[src/rtl/divu_seq.sv]
// Sequential unsigned divider: one restoring shift-subtract step per clock.
// Results land in held output registers with a one-cycle done pulse.
module divu_seq #(
  parameter int WIDTH = 32
) (
  input  logic             clk,
  input  logic             reset,
  input  logic             start,
  input  logic [WIDTH-1:0] dataA,
  input  logic [WIDTH-1:0] dataB,
  output logic             busy,
  output logic             done,
  output logic [WIDTH-1:0] quotient,
  output logic [WIDTH-1:0] remainder,
  output logic             div_by_zero
);

  // state  | meaning
  // S_IDLE | waiting for start
  // S_RUN  | WIDTH shift-subtract steps
  // S_DONE | publish results, may accept a new start
  localparam logic [1:0] S_IDLE = 2'd0;
  localparam logic [1:0] S_RUN  = 2'd1;
  localparam logic [1:0] S_DONE = 2'd2;

  localparam int CW = $clog2(WIDTH) + 1;
  localparam logic [CW-1:0] LAST_STEP = CW'(WIDTH - 1);

  logic [1:0]       state_q, state_d;
  logic [CW-1:0]    cnt_q, cnt_d;
  logic [WIDTH-1:0] rem_q, rem_d;
  logic [WIDTH-1:0] quo_q, quo_d;
  logic [WIDTH-1:0] div_q, div_d;
  logic [WIDTH-1:0] quo_out_q, quo_out_d;
  logic [WIDTH-1:0] rem_out_q, rem_out_d;
  logic             dbz_q, dbz_d;
  logic             done_q, done_d;

  logic [WIDTH:0] shifted;
  logic [WIDTH:0] diff;
  logic           ge;

  // The borrow out of the WIDTH+1-bit subtract doubles as the compare result.
  assign shifted = {rem_q, quo_q[WIDTH-1]};
  assign diff    = shifted - {1'b0, div_q};
  assign ge      = ~diff[WIDTH];

  always_comb begin
    state_d   = state_q;
    cnt_d     = cnt_q;
    rem_d     = rem_q;
    quo_d     = quo_q;
    div_d     = div_q;
    quo_out_d = quo_out_q;
    rem_out_d = rem_out_q;
    dbz_d     = dbz_q;
    done_d    = 1'b0;
    case (state_q)
      S_IDLE: begin
        if (start) begin
          quo_d   = dataA;
          div_d   = dataB;
          rem_d   = '0;
          cnt_d   = '0;
          state_d = S_RUN;
        end
      end
      S_RUN: begin
        rem_d = ge ? diff[WIDTH-1:0] : shifted[WIDTH-1:0];
        quo_d = {quo_q[WIDTH-2:0], ge};
        cnt_d = cnt_q + 1'b1;
        if (cnt_q == LAST_STEP) state_d = S_DONE;
      end
      S_DONE: begin
        quo_out_d = quo_q;
        rem_out_d = rem_q;
        dbz_d     = (div_q == '0);
        done_d    = 1'b1;
        state_d   = S_IDLE;
        if (start) begin
          quo_d   = dataA;
          div_d   = dataB;
          rem_d   = '0;
          cnt_d   = '0;
          state_d = S_RUN;
        end
      end
      default: state_d = S_IDLE;
    endcase
  end

  always_ff @(posedge clk or negedge reset) begin
    if (!reset) begin
      state_q   <= S_IDLE;
      cnt_q     <= '0;
      rem_q     <= '0;
      quo_q     <= '0;
      div_q     <= '0;
      quo_out_q <= '0;
      rem_out_q <= '0;
      dbz_q     <= 1'b0;
      done_q    <= 1'b0;
    end else begin
      state_q   <= state_d;
      cnt_q     <= cnt_d;
      rem_q     <= rem_d;
      quo_q     <= quo_d;
      div_q     <= div_d;
      quo_out_q <= quo_out_d;
      rem_out_q <= rem_out_d;
      dbz_q     <= dbz_d;
      done_q    <= done_d;
    end
  end

  assign busy        = (state_q == S_RUN);
  assign done        = done_q;
  assign quotient    = quo_out_q;
  assign remainder   = rem_out_q;
  assign div_by_zero = dbz_q;

endmodule

[config.mk]
export PLATFORM = sky130hd
export DESIGN_NAME = divu_seq
export DESIGN_NICKNAME = d
export VERILOG_FILES = /design/src/rtl/divu_seq.sv
export SDC_FILE = /design/constraint.sdc
export NUM_CORES = 1
export LEC_CHECK = 0
export CORE_UTILIZATION = 55
export CTS_BUF_LIST = sky130_fd_sc_hd__clkbuf_8
export DETAILED_ROUTE_END_ITERATION = 8
export PLACE_DENSITY = 0.85
export SETUP_SLACK_MARGIN = 0.1
export SLEW_MARGIN = 10
export SYNTH_ARGS = -nofsm -noshare
export SYNTH_HDL_FRONTEND = slang
export SYNTH_SLANG_ARGS = --single-unit
[constraint.sdc]
create_clock -name clk -period 4.85 [get_ports clk]
set_clock_uncertainty 0.2 [all_clocks]
set_input_delay 0.7275 -clock clk [delete_from_list [all_inputs] [get_ports clk]]
set_output_delay 0.7275 -clock clk [all_outputs]
set_load 0.005 [all_outputs]
### Word level (Yosys, flattened, before mapping)

Index checks and enable logic that the tools add are counted.

* add/subtract/negate cells: 2
* multipliers: 0
* div/mod/pow operators: 0
* magnitude comparators: 0
* eq/ne operators: 6
* shift operators: 0
* mux-type cells: 12
* bitwise logic cells: 1
* reductions and logical operators: 7

Operator list (count)
* 32-bit case mux with 2 select lines: 2
* 32-bit two-way mux: 3
* 33-bit by 32-bit subtractor with 33-bit output: 1
* 32-bit logical NOT: 1
* 6-bit case mux with 2 select lines: 1
* 6-bit by 1-bit adder with 6-bit output (second input constant): 1
* 6-bit by 5-bit equality test with 1-bit output (second input constant): 1
* 6-bit two-way mux: 1
* 2-bit case mux with 3 select lines: 1
* 2-bit AND reduction: 3
* 2-bit two-way mux: 2
* 2-bit by 1-bit != test with 1-bit output (second input constant): 2
* 2-bit by 1-bit equality test with 1-bit output (second input constant): 1
* 2-bit equality test (second input constant): 1
* 2-bit logical NOT: 1
* 1-bit two-way mux: 2
* 2-bit != test (second input constant): 1
* 2-bit nonzero test: 1
* 2-bit OR reduction: 1
* 1-bit inverter: 1

* register bits after elaboration: 170
* bits in latches: 0
* bits in writable memories: 0
* ROM bits: 0
* bits of input ports: 67
* output and inout bits: 67
* word-level logic and storage cells: 37
* memories: 0

### Logic depth before layout (Yosys ltp)

* depth in word-level cells: 4
* gate-level depth with buffers: 13
* depth with buffers taken out: 12

### Worst setup path before layout

No wires, ideal clock.

* path kind: reg2reg
* from: reg quo_q[31]
* to: reg rem_q[10]
* setup time: 0.126 ns
* data arrival time: 2.901 ns
* data required time: 4.524 ns
* slack: 1.623 ns
* stages on the path, launching flop included: 14
* path buffers: 1
* clock period less this slack: 3.227 ns
* cell sequence: dfrtp_1 inv_1 ha_1 inv_1 fa_1 a211o_1 a21oi_1 or3_4 a211o_1 a21oi_1 mux2i_2 buf_2 nor2_1 a221o_1

* word-level cells in the longest chain between the ends: 3

Ends and longest elaborated chain
* start, declared: line 32 `logic [WIDTH-1:0] quo_q, quo_d;`
* start signal, assigned: line 107 `quo_q <= quo_d;`
* 33-bit by 32-bit subtractor with 33-bit output: line 45 `assign diff = shifted - {1'b0, div_q};`
* 32-bit two-way mux: line 69 `rem_d = ge ? diff[WIDTH-1:0] : shifted[WIDTH-1:0];`
* 32-bit case mux with 2 select lines: line 58 `case (state_q)`
* end signal, assigned: line 106 `rem_q <= rem_d;`
* end, declared: line 31 `logic [WIDTH-1:0] rem_q, rem_d;`

Every way passes these cells.
A chain may end at the register's enable or synchronous reset.

### Worst setup path in the final report

* from: reg quo_q[31]
* to: reg rem_q[6]

Same word-level chain as after synthesis.

==> flow_summary.json <==
{
  "vias_per_cell": 5.837,
  "synthAdderAreaFrac_pct": 5.052,
  "gp_congestion": 0.8735,
  "hold_violations": 0,
  "syn_avg_cell_area_sq_um": 10.29,
  "synth_compound_area_share_pct": 15.74,
  "drive_gt1_share_pct": 11.41,
  "slowest_stage": "mux2_4",
  "syn-instance-count": 833,
  "hold_path_class": "primary input to async pin",
  "yosys.area.top_type": "dfrtp_1",
  "synth_top_family_by_area": "compound AO/OA/AOI/OAI gates",
  "synth_area_leaders": "dfrtp_1, mux2_2, o21ai_0",
  "synth_flop_cell": "dfrtp_1",
  "rows": 45,
  "critPathRequiredTime_ns": 5.00,
  "grt_max_degree": 106,
  "synth_edf_count": 0,
  "crit_type": "flop to flop",
  "overflow": 0,
  "grt_pass1_vias": 6763,
  "die_area_sq_um": 16080,
  "final.setup.tns_ns": 0,
  "seq_area_sq_um": 4255,
  "yosysSeqAreaShare_pct": 49.64,
  "die_w_microns": 126.8,
  "yosys.area_share.simple_pct": 10.10,
  "setup_viol": 0,
  "ctsHoldBuffers": 0,
  "synth_cell_type_count": 55,
  "yosys_warnings": 0,
  "ctsResizeCount": 0,
  "synthesis.area_sq_um": 8569,
  "io_pins": 134,
  "multi_input_area_sq_um": 4011,
  "antennaDiodeCount": 0,
  "rsz0062_at_grt": "no",
  "critPathMaxFanout": 26,
  "ir_drop_mv": 0.4457,
  "relSlewSlack_pct": 34.87,
  "cts_buffers": 17,
  "root_buffer": "clkbuf_8",
  "startpoint": "quo_q[31]",
  "powerDensity_nw_per_um2": 729.9,
  "grt_first_pass_wirelength_mm": 33.09,
  "r2r-start": "quo_q[31]",
  "place_worst_setup_slack_ns": 1.556,
  "clkTransAtPathRegs_ns": 0.09,
  "first_pass_iters": 5,
  "port-buffer-count": 133,
  "clock_path_buffers": 2,
  "track_usage_pct": 26.14,
  "synth_commonest_cells": "dfrtp_1, nand2_1, o21ai_0, mux2_2, inv_1",
  "syn-num-nets": 934,
  "slew_viol_final": 0,
  "fin_nets": 1052,
  "antenna_found_initial": 0,
  "area_growth_pct": 22.18,
  "final_antenna_net_count": 0,
  "crit_path_end_kind": "flop",
  "yosys-mux-area-fraction_pct": 12.80,
  "fin_util_pct": 68.87,
  "core_area_sq_um": 15200,
  "critPathArrivalTime_ns": 3.47,
  "n_fill_cell": 1154,
  "async_reset_ff_share_pct": 100.0,
  "crit_path_start_kind": "flop",
  "status": "finished, final reports clean",
  "start_util_pct": 56.37,
  "tightest_slew_ns": 0.9746,
  "synth.most_common_cell": "dfrtp_1",
  "synth_top_area_share_pct": 49.64,
  "cp_cell_sequence": "inv_1 > ha_1 > inv_1 > fa_1 > a211o_1 > a21oi_1 > or3_4 > a211o_1 > a21o_1 > mux2_4 > a221o_1",
  "clkLatencyLatePin_ns": 0.47,
  "synth-xor-area-share_pct": 2.847,
  "drt_iter0_markers": 424,
  "finalWorstSetupSlack_ns": 1.528,
  "cts.sinks": 170,
  "totalWireLength_mm": 19.62,
  "dieHeight_microns": 126.8,
  "drc_errors": 0,
  "p_leak_nw": 4.678,
  "drv_cap": 0,
  "synth_seq_cells": 170,
  "htree_levels": 4,
  "cts_setup_buffers": 0,
  "wl_per_cell_microns": 17.03,
  "tritoncts": "done",
  "period_share_pct": 68.50,
  "slowest_delay_ns": 0.48,
  "clock.fmax_mhz": 301.0,
  "vias": 6724,
  "place_hpwl_mm": 13.55,
  "fin_crit_ns": 3.322
}
[critical path: cells and delay by family, from the launching register on]
| kind | cells | cell delay (ns) |
|---|---|---|
| simple gates | 1 | 0.19 |
| flops | 1 | 0.39 |
| compound gates | 5 | 1.25 |
| mux | 1 | 0.48 |
| buf+inv | 2 | 0.13 |
| fa+ha+maj | 2 | 0.57 |
[routing by layer]
layer	GRT usage [%]	share of wire [%]
met3	5.272	5.6
met4	9.804	2.3
met1	35.65	45
met5	0	0
met2	41.50	47
[per-stage QoR]
| step | hold slack [ns] | std cells | total power, mW | area (sq um) |
|---|---|---|---|---|
| after floorplan | 0.2319 | 833 | 5.187 | 8569 |
| after global placement | 0.2650 | 1120 | 6.402 | 10060 |
| after detailed placement | 0.2924 | 1120 | 6.564 | 10060 |
| after CTS | 0.1821 | 1152 | 7.648 | 10470 |
| after global routing | 0.2220 | 1152 | 8.266 | 10470 |
| final | 0.1468 | 1152 | 7.642 | 10470 |
[cell usage in the layout (no fill, tap or decap), types with 4 or more instances in the layout]
cell	netlist	layout
o21ai_0	110	110
mux2_2	62	62
inv_1	43	45
o21a_1	5	5
xnor2_1	12	12
buf_4	0	6
nor3_1	7	7
clkinvlp_4	0	5
nand3_1	7	7
a21o_1	5	5
ha_1	33	33
dfrtp_1	170	169
a22oi_1	14	14
a221o_1	13	13
xor2_1	14	14
a31oi_1	8	8
nand2b_1	6	5
clkdlybuf4s50_1	0	132
nand4_1	7	7
and3_1	4	4
mux2i_1	37	37
nor2_1	31	30
a21oi_1	37	37
clkbuf_8	0	17
nor4_1	10	10
nand2_1	110	110
[flip-flops by register name, summed over array words and instances (netlist names)]
name         flops
div_q           32
quo_q           32
quotient        32
rem_q           32
remainder       32
cnt_q            6
state_q          2
div_by_zero      1
done             1
[path summary, 6_finish.rpt]
path                       depth (start not counted)  slack (ns)      endpoint
max in group asynchronous                          2        3.25  quotient[31]
max                                               11        1.53      rem_q[6]
min reg2reg                                        2        0.30  quotient[31]
max reg2reg                                       11        1.53      rem_q[6]
min                                                1        0.15  quotient[14]
min in group clk                                   2        0.30  quotient[31]
[cell type report]
cell class	instances	area share, %
multi-input combinational	579	38.31
clock buffer	17	2.235
clock inverter	15	1.673
timing repair buffer	140	13.35
inverter	43	1.542
sequential	170	40.64
tap	188	2.247
[power by group]
part           internal (mW)  total (mW)  switching (mW)
sequential              2.08        2.55           0.475
clock                  0.509        1.03           0.519
combinational           1.99        4.06            2.07
[kinds of logic (layout without fill, tap and decap cells)]
family                     after synthesis  in the layout
adders and majority gates               34             34
muxes                                  101            101
buffers and inverters                   84            215
xor gates and xnor gates                27             27
AOI/OAI and AO/OA                      222            222
DFF                                    170            170
and+or+nand+nor                        195            195
(Power assumes the default switching activity.)
